<file path="src/rtl/block_check_arbiter_if.sv">
// Bus bundle between block_check_arbiter and its environment:
// the two byte-stream requesters, the BlockChecker connection and
// the per-requester verdict outputs.
interface block_check_arbiter_if;
   logic       req0_valid;
   logic [7:0] req0_data;
   logic       req0_ready;
   logic       req1_valid;
   logic [7:0] req1_data;
   logic       req1_ready;
   logic [7:0] chk_in;
   logic       chk_reset;
   logic       chk_result;
   logic       done0;
   logic       done1;
   logic       verdict0;
   logic       verdict1;

   // Environment side: requesters plus the checker result.
   modport master (
      output req0_valid, req0_data, req1_valid, req1_data, chk_result,
      input  req0_ready, req1_ready, chk_in, chk_reset,
             done0, done1, verdict0, verdict1
   );

   // Arbiter side.
   modport slave (
      input  req0_valid, req0_data, req1_valid, req1_data, chk_result,
      output req0_ready, req1_ready, chk_in, chk_reset,
             done0, done1, verdict0, verdict1
   );
endinterface

</file>
<file path="src/rtl/block_check_arbiter.sv">
// block_check_arbiter: grants the shared BlockChecker to one of two
// requesters for a whole newline-terminated message, clears the checker
// first, buffers each word and replays it without gaps (the checker
// cannot be stalled), then returns the checker verdict to the owner.
// Optional build macro BCA_FIXED_PRIO_EN: requester 0 always wins
// simultaneous requests; otherwise arbitration is round-robin.
module block_check_arbiter #(
   parameter int         MAX_WORD = 8,
   parameter logic [7:0] TERM     = 8'h0A
) (
   input  logic                 clk,
   input  logic                 reset,
   block_check_arbiter_if.slave bus
);
   localparam int              CW          = $clog2(MAX_WORD + 1);
   localparam int              AW          = (MAX_WORD > 1) ? $clog2(MAX_WORD) : 1;
   localparam logic [7:0]      SPACE       = 8'h20;
   localparam logic [7:0]      LONG_SUBST  = 8'h78;
   localparam logic [CW-1:0]   CNT_MAX     = CW'(MAX_WORD);

   typedef enum logic [2:0] {
      S_IDLE,
      S_CLR,
      S_COLLECT,
      S_REPLAY,
      S_SEP,
      S_SAMPLE,
      S_REPORT
   } state_t;

   state_t        state_q, state_d;
   logic          owner_q, owner_d;
   logic [CW-1:0] cnt_q, cnt_d;
   logic [CW-1:0] idx_q, idx_d;
   logic          long_q, long_d;
   logic          is_term_q, is_term_d;
   logic          verdict0_q, verdict0_d;
   logic          verdict1_q, verdict1_d;
`ifndef BCA_FIXED_PRIO_EN
   logic          last_q, last_d;
`endif

   // Word buffer holds data only; it is never reset.
   logic [7:0]    wbuf_q [MAX_WORD];
   logic          wbuf_we;
   logic [AW-1:0] wbuf_waddr;

   logic          own_valid;
   logic [7:0]    own_data;
   logic          grant1;

   assign own_valid = owner_q ? bus.req1_valid : bus.req0_valid;
   assign own_data  = owner_q ? bus.req1_data  : bus.req0_data;

   // grant1 is only consulted when at least one requester is valid.
`ifdef BCA_FIXED_PRIO_EN
   assign grant1 = !bus.req0_valid;
`else
   assign grant1 = (bus.req0_valid && bus.req1_valid) ? ~last_q : bus.req1_valid;
`endif

   // Next-state logic for the message sequencer.
   always_comb begin
      state_d    = state_q;
      owner_d    = owner_q;
      cnt_d      = cnt_q;
      idx_d      = idx_q;
      long_d     = long_q;
      is_term_d  = is_term_q;
      verdict0_d = verdict0_q;
      verdict1_d = verdict1_q;
      wbuf_we    = 1'b0;
      wbuf_waddr = cnt_q[AW-1:0];
`ifndef BCA_FIXED_PRIO_EN
      last_d     = last_q;
`endif
      unique case (state_q)
         S_IDLE: begin
            if (bus.req0_valid || bus.req1_valid) begin
               owner_d = grant1;
               state_d = S_CLR;
            end
         end
         S_CLR: begin
            state_d = S_COLLECT;
         end
         S_COLLECT: begin
            if (own_valid) begin
               if (own_data == SPACE || own_data == TERM) begin
                  is_term_d = (own_data == TERM);
                  idx_d     = '0;
                  // An empty word has nothing to replay.
                  state_d   = (cnt_q == '0 && !long_q) ? S_SEP : S_REPLAY;
               end else if (cnt_q == CNT_MAX) begin
                  long_d = 1'b1;
               end else begin
                  wbuf_we = 1'b1;
                  cnt_d   = cnt_q + CW'(1);
               end
            end
         end
         S_REPLAY: begin
            // An over-long word is replayed as a single substitute byte.
            if (long_q || idx_q == cnt_q - CW'(1)) begin
               state_d = S_SEP;
            end else begin
               idx_d = idx_q + CW'(1);
            end
         end
         S_SEP: begin
            cnt_d   = '0;
            idx_d   = '0;
            long_d  = 1'b0;
            state_d = is_term_q ? S_SAMPLE : S_COLLECT;
         end
         S_SAMPLE: begin
            if (owner_q) verdict1_d = bus.chk_result;
            else         verdict0_d = bus.chk_result;
            state_d = S_REPORT;
         end
         S_REPORT: begin
`ifndef BCA_FIXED_PRIO_EN
            last_d  = owner_q;
`endif
            state_d = S_IDLE;
         end
         default: begin
            state_d = S_IDLE;
         end
      endcase
   end

   // Control and verdict registers with synchronous reset.
   always_ff @(posedge clk) begin
      if (reset) begin
         state_q    <= S_IDLE;
         owner_q    <= 1'b0;
         cnt_q      <= '0;
         idx_q      <= '0;
         long_q     <= 1'b0;
         is_term_q  <= 1'b0;
         verdict0_q <= 1'b0;
         verdict1_q <= 1'b0;
`ifndef BCA_FIXED_PRIO_EN
         last_q     <= 1'b1;
`endif
      end else begin
         state_q    <= state_d;
         owner_q    <= owner_d;
         cnt_q      <= cnt_d;
         idx_q      <= idx_d;
         long_q     <= long_d;
         is_term_q  <= is_term_d;
         verdict0_q <= verdict0_d;
         verdict1_q <= verdict1_d;
`ifndef BCA_FIXED_PRIO_EN
         last_q     <= last_d;
`endif
      end
   end

   // Word buffer write port.
   always_ff @(posedge clk) begin
      if (wbuf_we) begin
         wbuf_q[wbuf_waddr] <= own_data;
      end
   end

   // Checker input: spaces everywhere except while replaying a word.
   always_comb begin
      bus.chk_in = SPACE;
      if (!reset && state_q == S_REPLAY) begin
         bus.chk_in = long_q ? LONG_SUBST : wbuf_q[idx_q[AW-1:0]];
      end
   end

   assign bus.chk_reset  = reset | (state_q == S_CLR);
   assign bus.req0_ready = !reset && (state_q == S_COLLECT) && !owner_q;
   assign bus.req1_ready = !reset && (state_q == S_COLLECT) &&  owner_q;
   assign bus.done0      = !reset && (state_q == S_REPORT)  && !owner_q;
   assign bus.done1      = !reset && (state_q == S_REPORT)  &&  owner_q;
   assign bus.verdict0   = verdict0_q;
   assign bus.verdict1   = verdict1_q;

endmodule

</file>
<file path="src/flat_wrapper.sv">
// flat-port wrapper written by rule: the top's interface ports become plain ports
module block_check_arbiter_flat 
#(
   parameter int         MAX_WORD = 8,
   parameter logic [7:0] TERM     = 8'h0A
)
  (clk, reset, bus_req0_valid, bus_req0_data, bus_req1_valid, bus_req1_data, bus_chk_result, bus_req0_ready, bus_req1_ready, bus_chk_in, bus_chk_reset, bus_done0, bus_done1, bus_verdict0, bus_verdict1);
  block_check_arbiter_if bus_i ();
  input  logic clk;
  input  logic reset;
  input wire logic [$bits(bus_i.req0_valid)-1:0] bus_req0_valid;
  input wire logic [$bits(bus_i.req0_data)-1:0] bus_req0_data;
  input wire logic [$bits(bus_i.req1_valid)-1:0] bus_req1_valid;
  input wire logic [$bits(bus_i.req1_data)-1:0] bus_req1_data;
  input wire logic [$bits(bus_i.chk_result)-1:0] bus_chk_result;
  output wire logic [$bits(bus_i.req0_ready)-1:0] bus_req0_ready;
  output wire logic [$bits(bus_i.req1_ready)-1:0] bus_req1_ready;
  output wire logic [$bits(bus_i.chk_in)-1:0] bus_chk_in;
  output wire logic [$bits(bus_i.chk_reset)-1:0] bus_chk_reset;
  output wire logic [$bits(bus_i.done0)-1:0] bus_done0;
  output wire logic [$bits(bus_i.done1)-1:0] bus_done1;
  output wire logic [$bits(bus_i.verdict0)-1:0] bus_verdict0;
  output wire logic [$bits(bus_i.verdict1)-1:0] bus_verdict1;
  assign bus_i.req0_valid = bus_req0_valid;
  assign bus_i.req0_data = bus_req0_data;
  assign bus_i.req1_valid = bus_req1_valid;
  assign bus_i.req1_data = bus_req1_data;
  assign bus_i.chk_result = bus_chk_result;
  assign bus_req0_ready = bus_i.req0_ready;
  assign bus_req1_ready = bus_i.req1_ready;
  assign bus_chk_in = bus_i.chk_in;
  assign bus_chk_reset = bus_i.chk_reset;
  assign bus_done0 = bus_i.done0;
  assign bus_done1 = bus_i.done1;
  assign bus_verdict0 = bus_i.verdict0;
  assign bus_verdict1 = bus_i.verdict1;
  block_check_arbiter #(.MAX_WORD(MAX_WORD), .TERM(TERM)) u_core (.clk(clk), .reset(reset), .bus(bus_i));
endmodule
</file>
<file path="config.mk">
export PLATFORM = sky130hd
export DESIGN_NAME = block_check_arbiter_flat
export DESIGN_NICKNAME = d
export VERILOG_FILES = /design/src/rtl/block_check_arbiter_if.sv /design/src/rtl/block_check_arbiter.sv /design/src/flat_wrapper.sv
export SDC_FILE = /design/constraint.sdc
export NUM_CORES = 1
export LEC_CHECK = 0
export CORE_ASPECT_RATIO = 0.9
export CORE_MARGIN = 10
export CORE_UTILIZATION = 55
export DETAILED_ROUTE_END_ITERATION = 7
export PLACE_DENSITY = 0.86
export SLEW_MARGIN = 25
export SYNTH_ARGS = -nofsm -noshare
export SYNTH_HDL_FRONTEND = slang
export SYNTH_SLANG_ARGS = --single-unit
</file>
<file path="constraint.sdc">
create_clock -name clk -period 3.35 [get_ports clk]
set_input_delay 0.5025 -clock clk [delete_from_list [all_inputs] [get_ports clk]]
set_output_delay 0.5025 -clock clk [all_outputs]
set_load 0.005 [all_outputs]
</file>
* Yosys cells after proc, flatten, opt, wreduce, memory -nomap -nowiden
Memory sizes are Yosys's and may differ from the RTL's. A register that Yosys moved wholly into a read port is not among the register bits.
Cells that the tools add are included.
** Cells by class
- Reduce and logical (&&, ||, !) cells :: 27
- Bitwise operators :: 3
- Add/sub/neg operators :: 3
- Equality and inequality tests :: 18
- Mux-type cells :: 32
** Operator list (number)
- $mux W3 :: 8
- $mux W4 :: 6
- $mux W8 :: 3
- $pmux W3 S6 :: 1
- $reduce_and A4 Y1 :: 4
- $pmux W4 S3 :: 1
- $mux W1 :: 11
- $ne A2 B1 Y1 const B :: 5
- $eq A3 B3 Y1 const B :: 3
- $logic_and A1 B1 Y1 :: 9
- $add A4 B1 Y4 const B :: 2
- $eq A8 B4 Y1 const B :: 1
- $eq A8 B6 Y1 const B :: 1
- $pmux W4 S2 :: 1
- $eq A3 B2 Y1 const B :: 2
- $ne A2 B2 Y1 const B :: 3
- $reduce_and A2 Y1 :: 3
- $eq A4 B4 Y1 :: 1
- $eq A4 B4 Y1 const B :: 1
- $logic_not A4 Y1 :: 1
- $sub A4 B1 Y4 const B :: 1
- $eq A3 B1 Y1 const B :: 1
- $logic_not A1 Y1 :: 3
- $logic_not A3 Y1 :: 1
- 7 further kinds :: 10
** Storage, ports and cells
- Word-level logic and storage cells :: 93
- Memories :: 1
- Flip-flop bits (word level) :: 17
- Memory bits (writable) :: 64
- Input port bits :: 21
** Memories
- u_core.wbuf_q :: depth 8, bits a word 8, read ports 1, clocked after Yosys merged registers in 1, write ports 1, line block_check_arbiter.sv:44 : logic [7:0] wbuf_q [MAX_WORD];

* Longest topological paths before layout
- Depth after elaboration :: 8
- Mapped depth :: 9

* Least setup slack after synthesis
Ideal clock, no wire load.
- Path kind :: flip-flop to flip-flop
- Start point :: register u_core.owner_q
- End point :: memory u_core.wbuf_q[1][0] (enable)
- Cell stages (with the launch flop) :: 7
- Arrival :: 1.949 ns
- Path buffers :: 1
- Path slack :: 1.018 ns
- Period minus slack after synthesis :: 2.332 ns
- Library setup time :: 0.383 ns
- Path through :: dfxtp_1 -> buf_6 -> mux2_2 -> nand3_1 -> a21o_1 -> nand4_1 -> nor3_1
** On the way
- Word-level cells in the longest chain between the ends :: 8
- Elaborated cells between the ends (all ways) :: 10
- Classes of those cells :: 2 x eq/ne; 7 x mux; 1 x reduce/logical
** RTL lines
- start, declared :: line block_check_arbiter.sv:32 : logic owner_q, owner_d;
- start signal, assigned :: line block_check_arbiter.sv:149 : owner_q <= owner_d;
- $mux W8 * :: line block_check_arbiter.sv:53 : assign own_data = owner_q ? bus.req1_data : bus.req0_data;
- net u_core.own_data[1] :: line block_check_arbiter.sv:49 : logic [7:0] own_data;
- $eq A8 B6 Y1 / $eq A8 B4 Y1 (equally long branches) :: line block_check_arbiter.sv:89 : if (own_data == SPACE || own_data == TERM) begin
- $logic_or A1 B1 Y1 * :: line block_check_arbiter.sv:89
- $mux W1 * :: line block_check_arbiter.sv:89
- $mux W1 * :: line block_check_arbiter.sv:88 : if (own_valid) begin
- $mux W1 * :: line block_check_arbiter.sv:77 : unique case (state_q)
- $mux W1 * :: line block_check_arbiter.sv:164 : if (wbuf_we) begin
- $mux W1 (implied by the code) * :: line block_check_arbiter.sv:165 : wbuf_q[wbuf_waddr] <= own_data;
- end, declared :: line block_check_arbiter.sv:44
Mark *: on every way through the listed nets, which the timed path passes. The rest lies on a longest branch.

==> results.sh <==
export IMPL_holdWs_ps=485
export IMPL_clock_path_buffers=2
export IMPL_dieArea_um2=10600
export IMPL_ys_seq_area_share_pct=61.1
export IMPL_worstRegToRegCells=5
export IMPL_cts_reportedPaths_clkPinSlew_ps=90
export IMPL_regToRegSetupSlack_ps=870
export IMPL_grt_pass1_wl_um=12900
export IMPL_ir_drop_mv=0.368
export IMPL_grt_use_met2_pct=24.4
export IMPL_period_minus_slack_ps=3070
export IMPL_grt_total_usage_pct=15.8
export IMPL_place_ws_ps=648
export IMPL_vias=2502
export IMPL_grt_pass1_vias=2487
export IMPL_fmax_mhz=326
export IMPL_synth_nets=304
export IMPL_synth_flop_cell="edfxtp_1"
export IMPL_mostFrequentLayoutCell="edfxtp_1"
export IMPL_fillers=471
export IMPL_dpl_hpwl_um=5760
export IMPL_timing_final_crit_share_pct=91.7
export IMPL_drc=0
export IMPL_end_kind="output port"
export IMPL_setup_viol=0
export IMPL_setup_ws_ps=279
export IMPL_ant_nets=0
export IMPL_worst_pin_slew_ps=553
export IMPL_cts_sinks=84
export IMPL_synth_edf_count=64
export IMPL_outcome="complete, no violations"
export IMPL_fin_skew_ps=11.7
export IMPL_antenna_found_initial=0
export IMPL_gp_congestion=0.796
export IMPL_r2r_end="u_core.idx_q[2]"
export IMPL_htreeDepth=3
export IMPL_port_buffers=35
export IMPL_worstSetupPathType="flop to output port"
export IMPL_placementRows=28
export IMPL_worstSkewPairLatency_ps=360
export IMPL_grt_start_max_net_pins=24
export IMPL_areaGrowthSynthToFinish_pct=19.1
export IMPL_yosysUniqueCellTypes=45
export IMPL_ys_warn_count=0
export IMPL_cts_resized_gates=0
export IMPL_hold_viol=0
export IMPL_busiest_layer="met2"
export IMPL_crit_path_end="bus_chk_in[6]"
export IMPL_cap_violations=0
export IMPL_start_kind="flop"
export IMPL_die_y_um=98.9
export IMPL_setup_tns_ps=0
export IMPL_core_area_um2=6660
export IMPL_final_nets=349
export IMPL_arrival_ps=2570
export IMPL_drive_above_1_share_pct=18.5
export IMPL_avgSynthCellArea_um2=13.6
export IMPL_relSlewSlack_pct=62.6
export IMPL_wirelength_um=8190
export IMPL_cts_tree="built"
export IMPL_first_pass_iters=5
export IMPL_async_reset_ff_share_pct=0
export IMPL_cts_root_buf="clkbuf_8"
export IMPL_die_x_um=108
export IMPL_ios=36
export IMPL_total_leakage_power_nw=1.43
export IMPL_netlist_instances=279
export IMPL_cts_inserted_buffers=9
export IMPL_rsz0062_at_grt="false"
export IMPL_grt_overflow=0
export IMPL_cts_hold_buf=0
export IMPL_wl_per_cell_um=19.5
export IMPL_syn_area_um2=3800
export IMPL_synth_seq_cells=84
export IMPL_initial_utilization_pct=57.1
export IMPL_grt_util_met1_pct=20.4
export IMPL_cts_setup_buffers=0
export IMPL_reg2reg_from="u_core.owner_q"
export IMPL_critPathRequiredTime_ps=2850
export IMPL_power_density_nw_per_um2=581
export IMPL_met3_usage_pct=3.84
export IMPL_antennaDiodeCount=0
export IMPL_most_common_layout_cells="edfxtp_1 (64), clkdlybuf4s50_1 (35), nor2_1 (29)"
export IMPL_drtIter0Drc=293
export IMPL_vias_per_cell=5.97
export IMPL_cp_max_fo=9
export IMPL_maxSlewViolCount=0
export IMPL_hp_class="flop to flop"
[how the worst min path moves through the flow]
stage                       start  depth (start not counted)             to
finish              u_core.last_q                          1  u_core.last_q
global route        u_core.last_q                          1  u_core.last_q
CTS                 u_core.last_q                          1  u_core.last_q
detailed placement  u_core.last_q                          1  u_core.last_q
global placement    u_core.last_q                          1  u_core.last_q
floorplan           u_core.last_q                          1  u_core.last_q
[cell usage after synthesis (5+ instances only)]
cell type	instances	share of area, %
mux2i_1	8	2.1
clkbuf_1	13	1.3
mux4_2	16	9.5
dfxtp_1	20	11
nor3_1	8	1.1
o21ai_0	8	1.1
a21oi_1	14	1.8
inv_1	9	0.89
nor2_1	29	2.9
nor2b_1	7	1.2
xnor2_1	5	1.2
edfxtp_1	64	51
mux2_2	7	2.1
nand2_1	9	0.89
[final cells by class]
type | instances | area, um2 | area share [%]
multi-input combinational | 170 | 1380 | 30.4
clock inverter | 6 | 93.8 | 2.07
sequential | 84 | 2320 | 51.3
clock buffer | 10 | 128 | 2.82
inverter | 9 | 33.8 | 0.746
tap | 90 | 113 | 2.49
timing repair buffer | 50 | 463 | 10.2
[sequential cells by signal, indices dropped and copies added, names as in the netlist, 3 cells and up, named ones only]
name	count
u_core.wbuf_q	64
u_core.cnt_q	4
u_core.idx_q	4
u_core.state_q	3
[power breakdown]
part,internal [mW],leakage (nW),switching [mW]
sequential,1.20,0.738,0.0844
combinational,0.262,0.589,0.290
clock,0.428,0.108,0.372
total,1.89,1.43,0.746
[critical path, cell delays in order, from the launching register on]
cell and delay (ps):
dfxtp_1 680, buf_4 270, mux4_2 510, a211oi_1 240
nor2_1 70, clkdlybuf4s50_1 450
[per-stage QoR]
step | cells | util (%) | instance area [um2] | total power, mW
floorplan | 279 | - | 3800 | 1.68
global placement | 403 | 64.7 | 4310 | 1.82
detailed placement | 403 | 64.7 | 4310 | 1.84
CTS | 419 | 68.1 | 4530 | 2.64
global route | 419 | 68.1 | 4530 | 2.75
finish | 419 | 68.1 | 4530 | 2.63
[metal layers]
layer / up-vias / wire length, um / part of all wire [%]
met1: 1226 / 3610 / 44
li1: 1162 / - / -
met3: 13 / 485 / 5.9
met5: - / 0 / 0
met4: 0 / 160 / 2.0
met2: 101 / 3930 / 48
[cells by family after synthesis]
group / Yosys count / synth area share (%)
buffers and inverters: 25 / 2.73
AND/OR/NAND/NOR: 81 / 11.0
XOR/XNOR: 6 / 1.38
adder cells (fa/ha/maj): 4 / 1.32
flip-flops: 84 / 61.1
AO/OA/AOI/OAI: 47 / 8.52
multiplexers: 32 / 14.0
Power figures use the tool's default switching activity.
